`src/rtl/clk_div_pkg.sv`:
```
// Shared constants and helpers for the clock divider bank.
package clk_div_pkg;

  localparam int CNT_W_DEF    = 24;
  localparam int DEF_HALF_DEF = 2**23;
  localparam int TICK_W       = 8;

  function automatic int ch_idx_w(input int n);
    return (n > 1) ? $clog2(n) : 1;
  endfunction

endpackage

```
`src/rtl/clk_div_channel.sv`:
```
// One divider slice: counter, toggle, shadow divisor and apply logic.
// Optional tick counter built when CLKDIV_TICKCNT_EN is defined.
module clk_div_channel
  import clk_div_pkg::*;
#(
  parameter int unsigned      CNT_W    = CNT_W_DEF,
  parameter logic [CNT_W-1:0] DEF_HALF = CNT_W'(DEF_HALF_DEF)
) (
  input  logic             clk,
  input  logic             rst,
  input  logic             en,
  input  logic             clr,
  input  logic             wr,
  input  logic [CNT_W-1:0] wdata,
`ifdef CLKDIV_TICKCNT_EN
  output logic [TICK_W-1:0] tick_cnt,
`endif
  output logic             pending,
  output logic             div_out,
  output logic             tick
);

  logic [CNT_W-1:0] r_cnt;
  logic [CNT_W-1:0] r_half;
  logic [CNT_W-1:0] r_shadow;
  logic             r_pend;
  logic             r_div;
  logic             r_tick;
  logic [CNT_W-1:0] w_h;
  logic             w_term;

  // A zero divisor behaves as one.
  assign w_h    = (r_half == '0) ? CNT_W'(1) : r_half;
  assign w_term = (r_cnt == w_h - CNT_W'(1));

  always_ff @(posedge clk or negedge rst) begin
    if (!rst) begin
      r_cnt    <= '0;
      r_half   <= DEF_HALF;
      r_shadow <= '0;
      r_pend   <= 1'b0;
      r_div    <= 1'b0;
      r_tick   <= 1'b0;
    end else if (clr) begin
      r_cnt  <= '0;
      r_div  <= 1'b0;
      r_tick <= 1'b0;
      if (wr) begin
        r_half <= wdata;
        r_pend <= 1'b0;
      end else if (r_pend) begin
        r_half <= r_shadow;
        r_pend <= 1'b0;
      end
    end else if (en) begin
      if (w_term) begin
        r_cnt  <= '0;
        r_div  <= ~r_div;
        r_tick <= 1'b1;
        if (r_pend) begin
          r_half <= r_shadow;
          r_pend <= 1'b0;
        end
      end else begin
        r_cnt  <= r_cnt + CNT_W'(1);
        r_tick <= 1'b0;
      end
      if (wr) begin
        r_shadow <= wdata;
        r_pend   <= 1'b1;
      end
    end else begin
      r_tick <= 1'b0;
      if (r_pend) begin
        r_half <= r_shadow;
        r_pend <= 1'b0;
        r_cnt  <= '0;
      end
      if (wr) begin
        r_shadow <= wdata;
        r_pend   <= 1'b1;
      end
    end
  end

`ifdef CLKDIV_TICKCNT_EN
  logic [TICK_W-1:0] r_tcnt;

  always_ff @(posedge clk or negedge rst) begin
    if (!rst) begin
      r_tcnt <= '0;
    end else if (clr) begin
      r_tcnt <= '0;
    end else if (en && w_term) begin
      r_tcnt <= r_tcnt + TICK_W'(1);
    end
  end

  assign tick_cnt = r_tcnt;
`endif

  assign pending = r_pend;
  assign div_out = r_div;
  assign tick    = r_tick;

endmodule

```
`src/rtl/clk_div_bank.sv`:
```
// Multi-channel programmable clock divider with valid/ready config port.
// Define CLKDIV_TICKCNT_EN to add the per-channel tick_cnt output.
module clk_div_bank
  import clk_div_pkg::*;
#(
  parameter int unsigned      NUM_CH   = 4,
  parameter int unsigned      CNT_W    = CNT_W_DEF,
  parameter logic [CNT_W-1:0] DEF_HALF = CNT_W'(DEF_HALF_DEF),
  localparam int              CH_W     = ch_idx_w(NUM_CH)
) (
  input  logic              clk,
  input  logic              rst,
  input  logic [NUM_CH-1:0] en,
  input  logic              sync_clr,
  input  logic              cfg_valid,
  output logic              cfg_ready,
  input  logic [CH_W-1:0]   cfg_ch,
  input  logic [CNT_W-1:0]  cfg_half,
`ifdef CLKDIV_TICKCNT_EN
  output logic [NUM_CH*TICK_W-1:0] tick_cnt,
`endif
  output logic [NUM_CH-1:0] div_out,
  output logic [NUM_CH-1:0] tick
);

  localparam int EXT = 2**CH_W;

  logic [NUM_CH-1:0] w_pend;
  logic [NUM_CH-1:0] w_wr;
  logic [EXT-1:0]    w_pend_ext;
  logic              w_xfer;

  // Unused channel indices read as never pending, so writes there drop.
  always_comb begin
    w_pend_ext             = '0;
    w_pend_ext[NUM_CH-1:0] = w_pend;
  end

  assign cfg_ready = ~w_pend_ext[cfg_ch];
  assign w_xfer    = cfg_valid & cfg_ready;

  for (genvar i = 0; i < NUM_CH; i++) begin : g_ch
    assign w_wr[i] = w_xfer && (cfg_ch == CH_W'(i));

    clk_div_channel #(
      .CNT_W    (CNT_W),
      .DEF_HALF (DEF_HALF)
    ) u_ch (
      .clk      (clk),
      .rst      (rst),
      .en       (en[i]),
      .clr      (sync_clr),
      .wr       (w_wr[i]),
      .wdata    (cfg_half),
`ifdef CLKDIV_TICKCNT_EN
      .tick_cnt (tick_cnt[i*TICK_W +: TICK_W]),
`endif
      .pending  (w_pend[i]),
      .div_out  (div_out[i]),
      .tick     (tick[i])
    );
  end

endmodule

```
`config.mk`:
```
export PLATFORM = sky130hd
export DESIGN_NAME = clk_div_bank
export DESIGN_NICKNAME = d
export VERILOG_FILES = /design/src/rtl/clk_div_pkg.sv /design/src/rtl/clk_div_channel.sv /design/src/rtl/clk_div_bank.sv
export SDC_FILE = /design/constraint.sdc
export NUM_CORES = 1
export LEC_CHECK = 0
export ABC_AREA = 1
export BUFFER_PORTS_ARGS = -buffer_cell sky130_fd_sc_hd__clkbuf_2
export CORE_ASPECT_RATIO = 0.7
export CORE_UTILIZATION = 35
export DETAILED_ROUTE_END_ITERATION = 8
export REMOVE_ABC_BUFFERS = 1
export SETUP_SLACK_MARGIN = 0.3
export SYNTH_ARGS = -nofsm -noshare
export SYNTH_HDL_FRONTEND = slang
export SYNTH_SLANG_ARGS = --single-unit
```
`constraint.sdc`:
```
create_clock -name clk -period 4.3 [get_ports clk]
set_input_delay 0.86 -clock clk [delete_from_list [all_inputs] [get_ports clk]]
set_output_delay 0.86 -clock clk [all_outputs]
set_load 0.005 [all_outputs]
```
==> results of run 1 <==
sequential cells by signal, summed over array words and instances (netlist names):
register	flops
g_ch.u_ch.r_cnt	96
g_ch.u_ch.r_half	96
g_ch.u_ch.r_shadow	96
g_ch.u_ch.div_out	4
g_ch.u_ch.pending	4
g_ch.u_ch.tick	4
worst max-delay path, delay by kind of cell (launching register included):
family,cells,cell delay [ns]
adder cells (fa/ha/maj),1,0.18
flip-flops,1,0.56
XOR/XNOR,1,0.31
AND/OR/NAND/NOR,17,2.02
AO/OA/AOI/OAI,1,0.07
buffers and inverters,2,0.33
stage by stage:
step	instances	power, W	hold slack, ns	util
2_1_floorplan	2706	0.00640	0.453	-
3_3_place_gp	3522	0.00737	0.466	0.372
3_5_place_dp	3522	0.00739	0.473	0.372
4_1_cts	3578	0.0102	0.340	0.390
5_1_grt	3578	0.0109	0.376	0.390
6_report	3580	0.0101	0.307	0.390
power groups by stage:
stage                     clock (W)  sequential (W)  combinational (W)
after floorplan                   0         0.00360            0.00280
after global placement            0         0.00370            0.00367
after detailed placement          0         0.00370            0.00369
after CTS                   0.00280         0.00366            0.00371
after global routing        0.00290         0.00372            0.00429
final                       0.00273         0.00365            0.00374
placed cells by master (no fill, tap or decap), types with 41 or more instances in the layout:
cell type	n
o21ai_1	71
nand3_1	130
nand4_1	62
nor2_1	307
xnor2_1	50
a21oi_1	145
dfrtp_1	296
nand2_1	717
o21ai_0	273
inv_1	283
xor2_1	137
clkbuf_2	41
routing by layer:
layer,track usage,vias up,share of wire
li1,-,9079,-
met5,0,-,0
met2,0.268,421,0.39
met3,0.0338,45,0.069
met1,0.313,8412,0.52
met4,0.0308,0,0.017
final timing paths:
| kind | depth (start not counted) | to | slack [ns] |
|---|---|---|---|
| worst max-delay path | 22 | g_ch[3].u_ch.r_half[5] | 0.70 |
| worst min-delay path | 1 | g_ch[3].u_ch.r_half[17] | 0.31 |
| worst max register to register | 22 | g_ch[3].u_ch.r_half[5] | 0.70 |
| worst min register to register | 2 | g_ch[3].u_ch.r_shadow[5] | 0.48 |
| max in group asynchronous | 2 | g_ch[1].u_ch.r_half[23] | 3.06 |
| min in group clk | 2 | g_ch[3].u_ch.r_shadow[5] | 0.48 |
cells in the mapped netlist (34+ instances only):
library cell | number | area, um2
nand3_1 | 130 | 651
xor2_1 | 137 | 1200
nand4_1 | 62 | 388
nand2_1 | 717 | 2690
clkbuf_1 | 67 | 251
inv_1 | 283 | 1060
o21ai_0 | 273 | 1370
o21ai_2 | 36 | 315
nor3_1 | 34 | 170
xnor2_1 | 50 | 438
dfrtp_1 | 296 | 7410
a21oi_1 | 145 | 726
o21ai_1 | 71 | 355
nor2_1 | 309 | 1160
cell families (layout without fill, tap and decap cells):
family	after synthesis	count (layout)	share of synthesized area
AND/OR/NAND/NOR	1347	1347	0.291
AO/OA/AOI/OAI	551	551	0.149
buffers and inverters	425	442	0.0917
flip-flops	300	300	0.378
XOR/XNOR	190	190	0.0855
adder cells (fa/ha/maj)	8	8	0.00504
other	0	2	0
repair_timing:
action / 4_1_cts / 5_1_grt
hold endpoints to repair: 0 / 0
resized for setup: 0 / 2
endpoints found under the setup margin: 0 / 38
final cells by class:
| type | count | area, um2 | share of cell area |
|---|---|---|---|
| multi-input cells | 2096 | 10600 | 0.486 |
| flip-flops and latches | 300 | 7510 | 0.346 |
| inverters | 310 | 1160 | 0.0536 |
| well taps | 740 | 926 | 0.0426 |
| clock buffers | 49 | 903 | 0.0416 |
| repair buffers | 76 | 563 | 0.0259 |
| clock inverters | 7 | 88.8 | 0.00409 |
| diodes | 2 | 5.00 | 0.000230 |
==> metrics.log, run 1 <==
[metrics] total track usage: 0.194
[metrics] height of the chip: 201 um
[metrics] Cell Area, Synth: 19900 um2
[metrics] Crit Path Category: reg -> reg
[metrics] Final GP Congestion: 0.925
[metrics] Post-Synthesis Cells: 2821
[metrics] floorplan row count: 72
[metrics] total power divided by cell area: 466 nW/um2
[metrics] maximum level of the CTS H-tree: 1
[metrics] number of vias after detailed routing: 18.0k
[metrics] Clock Sink Count: 300
[metrics] Clock Pin Slew Worst Setup and Hold Paths: 0.06 ns
[metrics] placed cell area: 20700 um2
[metrics] final setup vio count: 0
[metrics] part of the total power dissipated in combinational logic: 0.370
[metrics] post-detail-place hpwl: 41600 um
[metrics] fraction of synthesis flops using an asynchronous set or reset pin: 1.00
[metrics] clock latency reported for the late side of the worst-skew pair: 0.59 ns
[metrics] Synthesis Warnings: 0
[metrics] average vias per placed instance: 5.02
[metrics] final critical path time including I/O delays and setup: 3.60 ns
[metrics] Routed wire per std cell: 15.5 um
[metrics] critical-path cell list: nor2_1 -> nand2_1 -> nor2_1 -> nand3_2 -> nand2_1 -> inv_1 -> ha_1 -> nand2_1 -> nor2_4 -> nand2_1 -> nor2_1 -> nand2_1 -> xnor2_1 -> nand3_1 -> nor2_1 -> nand2_1 -> nor2_1 -> nand2_1 -> nand2_8 -> buf_12 -> nand2_1 -> o21ai_1
[metrics] Critical Path Start: g_ch[3].u_ch.r_half[23]
[metrics] crit path DAT: 4.12 ns
[metrics] global-route wire length before repair: 90800 um
[metrics] EDFF count, synth: 0
[metrics] initial detailed-routing violation count: 1511
[metrics] Max Fclk: 0.278 GHz
[metrics] Worst Path Max Fanout: 45
[metrics] setup slack at placement: 0.710 ns
[metrics] ANT nets after route: 0
[metrics] reg2reg start: g_ch[3].u_ch.r_half[23]
[metrics] share of synthesized area occupied by flip-flops and latches: 0.378
[metrics] wirelength, routed: 55400 um
[metrics] status: complete, no violations
[metrics] # DRC: 0
[metrics] post-route cell area: 21700 um2
[metrics] Syn-to-layout area delta: 9.34%
[metrics] full die area: 57700 um2
[metrics] TritonCTS clock tree: done
[metrics] Int Pwr: 0.00611 W
[metrics] crit path setup slack, layout: 0.704 ns
[metrics] post-CTS setup buffer count: 0
[metrics] global route total overflow: 0
[metrics] fraction of layout instances using a drive strength above 1: 0.0867
[metrics] startpoint class of the critical path: register
[metrics] area of the core region: 55700 um2
[metrics] Longest Clk Path Bufs: 3
[metrics] transition at the pin with the smallest max-transition slack: 0.830 ns
[metrics] reported net switching power: 0.00402 W
[metrics] clock buffer count from CTS: 31
[metrics] nature of the critical path endpoint: register
[metrics] final clock period utilization by the worst path: 0.836
[metrics] worst min path class: in -> async
[metrics] Top Ports: 43
[metrics] layout filler cell count: 5938
[metrics] final hold violation count: 0
[metrics] Leak: 10.0 nW
[metrics] width of the chip: 287 um
[metrics] router iterations before antenna repair: 6
[metrics] clock root buffer: clkbuf_16
[metrics] maximum capacitance violations: 0
[metrics] flip-flop cell with the highest count after synthesis: dfrtp_1
[metrics] starting density of the core: 0.357
[metrics] cell with the biggest individual delay on the critical path: dfstp_2
[metrics] pin count of the biggest net entering global routing: 99
[metrics] initial antenna violation count: 3
[metrics] maximum cell stage delay along the critical path: 0.56 ns
[metrics] sum of negative setup slack: 0 ns
[metrics] number of hold buffers added after CTS: 0
[metrics] number of global-route vias before repair: 16.7k
[metrics] Max Transition Viols Final: 0
[metrics] maximum VDD drop: 341 uV
[metrics] post-route clock skew: 0.0112 ns
[metrics] number of I/O port buffers: 42
[metrics] portion of total power attributed to sequential cells: 0.361
[metrics] portion of total power attributed to the clock network: 0.269
[metrics] count of state elements after synthesis: 300
[metrics] Netlist cell types: 49
[metrics] max_slew headroom: 0.447
[metrics] net switching share of the total power: 0.397
[metrics] Data required, critical path: 4.82 ns
[metrics] nets: 2857
[metrics] post-synthesis area per instance: 7.04 um2
[metrics] most common cell type on the critical path: nand2_1
[metrics] setup repair after global routing missed its margin: false
Note: power is estimated with default switching activity, not from simulation.
==> run 2, diff against run 1 <==
ABC_AREA = 0   (was 1)
clock period = 3.31 ns   (was 4.3 ns; I/O delays follow)
==> metrics.log, run 2 <==
[metrics] most common cell in the netlist: dfrtp_1
[metrics] initial detailed-routing violation count: 1217 (-19%)
[metrics] maximum capacitance violations: 0 (unchanged)
[metrics] TritonCTS clock tree: done
[metrics] EDFF count, synth: 0 (unchanged)
[metrics] number of vias after detailed routing: 14.7k (-18%)
[metrics] clock buffer count from CTS: 30 (-3.2%)
[metrics] share of synthesized area occupied by flip-flops and latches: 0.445 (+0.0666)
[metrics] Max Fclk: 0.257 GHz (-7.5%)
[metrics] worst min path class: in -> async
[metrics] number of I/O port buffers: 42 (unchanged)
[metrics] fraction of layout instances using a drive strength above 1: 0.404 (+0.317)
[metrics] startpoint class of the critical path: register
[metrics] post-route clock skew: 0.00807 ns (-0.00310 ns)
[metrics] leading cell types by total area after synthesis: dfrtp_1, mux2_2, xnor2_1
[metrics] reg2reg setup slack: -0.58 ns (-1.28 ns)
[metrics] most frequent cells after synthesis: dfrtp_1, nor2_1, o22ai_1, mux2_2, xnor2_1
[metrics] setup slack at placement: -0.694 ns (-1.40 ns)
[metrics] global route total overflow: 0 (unchanged)
[metrics] starting density of the core: 0.359 (+0.00204)
[metrics] floorplan row count: 66 (-8.3%)
[metrics] clock root buffer: clkbuf_16
[metrics] fraction of synthesis flops using an asynchronous set or reset pin: 1.00 (unchanged)
[metrics] leading cell type in the layout, fill and taps excluded: dfrtp_1
[metrics] total track usage: 0.207 (+0.0127)
[metrics] router iterations before antenna repair: 7 (+1)
[metrics] worst r2r dst: g_ch[1].u_ch.r_half[6]
[metrics] registers with the most flip-flops: g_ch.u_ch.r_cnt (96), g_ch.u_ch.r_half (96), g_ch.u_ch.r_shadow (96)
[metrics] maximum VDD drop: 353 uV (+3.5%)
[metrics] height of the chip: 186 um (-7.7%)
[metrics] final hold violation count: 0 (unchanged)
[metrics] number of global-route vias before repair: 14.3k (-14%)
[metrics] Max Transition Viols Final: 0 (unchanged)
[metrics] final clock period utilization by the worst path: 1.17 (+0.338)
[metrics] hold_ws: 0.0734 ns (-0.234 ns)
[metrics] Worst Path Max Fanout: 5 (-89%)
[metrics] flip-flop cell with the highest count after synthesis: dfrtp_1
[metrics] Crit Path Category: reg -> reg
[metrics] crit path setup slack, layout: -0.578 ns (-1.28 ns)
[metrics] number of hold buffers added after CTS: 0 (unchanged)
[metrics] sum of negative setup slack: -97.67 ns (-97.67 ns)
[metrics] transition at the pin with the smallest max-transition slack: 0.664 ns (-0.165 ns)
[metrics] global-route wire length before repair: 81000 um (-11%)
[metrics] total power divided by cell area: 542 nW/um2 (+16%)
[metrics] Synthesis Warnings: 0 (unchanged)
[metrics] pin count of the biggest net entering global routing: 79 (-20%)
[metrics] Routed wire per std cell: 19.8 um (+28%)
[metrics] Clock Pin Slew Worst Setup and Hold Paths: 0.06 ns (about the same)
[metrics] area of the core region: 47100 um2 (-15%)
[metrics] cells on worst reg2reg path: 18 (-18%)
[metrics] final critical path time including I/O delays and setup: 3.89 ns (+0.291 ns)
[metrics] Longest Clk Path Bufs: 3 (unchanged)
[metrics] crit path DAT: 4.40 ns (+0.28 ns)
[metrics] area share of the largest cell type after synthesis: 0.438 (+0.0656)
[metrics] initial antenna violation count: 1 (-2)
[metrics] Netlist cell types: 90 (+84%)
[metrics] final setup vio count: 204 (+204)
[metrics] Data required, critical path: 3.82 ns (-1.00 ns)
[metrics] count of state elements after synthesis: 300 (unchanged)
[metrics] failing checks: setup timing
[metrics] commonest cells after routing, fill and taps aside: dfrtp_1, buf_4, nor2_1, mux2_2, o22ai_1
[metrics] post-detail-place hpwl: 34900 um (-16%)
[metrics] full die area: 49200 um2 (-15%)
[metrics] post-synthesis area per instance: 10.1 um2 (+43%)
[metrics] dominant cell type by area after synthesis: dfrtp_1
[metrics] clock latency reported for the late side of the worst-skew pair: 0.58 ns (about the same)
[metrics] width of the chip: 265 um (-7.7%)
[metrics] setup repair after global routing missed its margin: true
[metrics] Final GP Congestion: 0.918 (-0.76%)
[metrics] nature of the critical path endpoint: register
[metrics] Post-Synthesis Cells: 1680 (-40%)
[metrics] maximum level of the CTS H-tree: 1 (unchanged)
[metrics] status: finished with violations
[metrics] # DRC: 0 (unchanged)
[metrics] Clock Sink Count: 300 (unchanged)
[metrics] reg2reg start: g_ch[1].u_ch.r_half[15]
[metrics] max_slew headroom: 0.552 (+0.106)
[metrics] Syn-to-layout area delta: 38.5%
[metrics] nets: 2036 (-29%)
[metrics] Top Ports: 43 (unchanged)
[metrics] average vias per placed instance: 5.60 (+12%)
[metrics] ANT nets after route: 0 (unchanged)
[metrics] count of antenna diodes in the layout: 0 (-2)
[metrics] Cell Area, Synth: 16900 um2 (-15%)
[metrics] wirelength, routed: 52100 um (-6.0%)
[metrics] final core utilization: 0.497 (+0.107)
[metrics] Leak: 9.37 nW (-6.7%)
run 2: area by class of cell:
| class | instances | area, um2 |
|---|---|---|
| Multi-Input combinational cell | 1237 | 10100 |
| Timing Repair Buffer | 390 | 3880 |
| Inverter | 35 | 131 |
| Sequential cell | 300 | 7510 |
| Clock inverter | 19 | 220 |
| Fill cell | 4168 | 23700 |
| Tap cell | 612 | 766 |
| Clock buffer | 37 | 817 |
run 2: how the worst max path moves through the flow:
stage / depth (start not counted) / to / slack (ns) / from
after floorplan: 15 / g_ch[1].u_ch.r_half[23] / -1.85 / g_ch[1].u_ch.r_half[14]
after global placement: 16 / g_ch[1].u_ch.r_cnt[23] / -0.67 / g_ch[1].u_ch.r_half[15]
after detailed placement: 15 / g_ch[0].u_ch.r_cnt[16] / -0.69 / g_ch[0].u_ch.r_half[3]
after CTS: 17 / g_ch[1].u_ch.r_half[10] / -0.49 / g_ch[1].u_ch.r_half[15]
after global routing: 18 / g_ch[1].u_ch.r_half[1] / -0.73 / g_ch[1].u_ch.r_half[15]
final: 18 / g_ch[1].u_ch.r_half[6] / -0.58 / g_ch[1].u_ch.r_half[15]
run 2: power breakdown:
group	internal, W	switching, W	total (W)	leakage, nW
Clock	0.00207	0.00154	0.00361	0.505
Combinational	0.00229	0.00204	0.00432	5.13
Sequential	0.00434	0.000402	0.00475	3.74
run 2: routing by layer:
layer / track usage / wire length [um] / part of all wire
met5: 0 / 0 / 0
met4: 0.0437 / 987 / 0.019
met3: 0.0400 / 3400 / 0.065
met2: 0.311 / 22500 / 0.43
met1: 0.306 / 25200 / 0.48
run 2: cells by family (layout without fill, tap and decap cells):
group | Yosys count | in the layout | share of synthesized area
muxes | 113 | 113 | 0.0749
adders and majority gates | 9 | 9 | 0.00652
AOI/OAI and AO/OA | 348 | 348 | 0.159
and+or+nand+nor | 584 | 584 | 0.183
xor gates and xnor gates | 183 | 183 | 0.0949
DFF | 300 | 300 | 0.445
buffers and inverters | 143 | 481 | 0.0369
run 2: stage by stage:
step	instance area, um2	total power (W)	instances
floorplan	16400	0.00670	1572
global placement	19500	0.00818	2474
detailed placement	19500	0.00828	2474
CTS	22500	0.0124	2603
global route	23400	0.0133	2630
finish	23400	0.0127	2630
run 2: critical path, cell delays in order, from the launching register on:
cell	delay (ns)
dfrtp_1	0.39
or4_4	0.57
nor4_4	0.17
nand2_1	0.12
nor2_2	0.17
nor2_1	0.07
ha_2	0.19
or3b_4	0.27
nor4_4	0.05
buf_4	0.14
xnor2_1	0.11
a221o_1	0.31
a32oi_2	0.21
nand4_1	0.22
o21ai_2	0.22
and2_4	0.23
buf_6	0.12
buf_16	0.12
a2bb2oi_2	0.14
run 2: what timing repair did:
item,in CTS,in global routing
buffers inserted,56,21
setup endpoints to repair,204,204
pin swaps,97,52
gates cloned,17,6
resized for setup,265,135
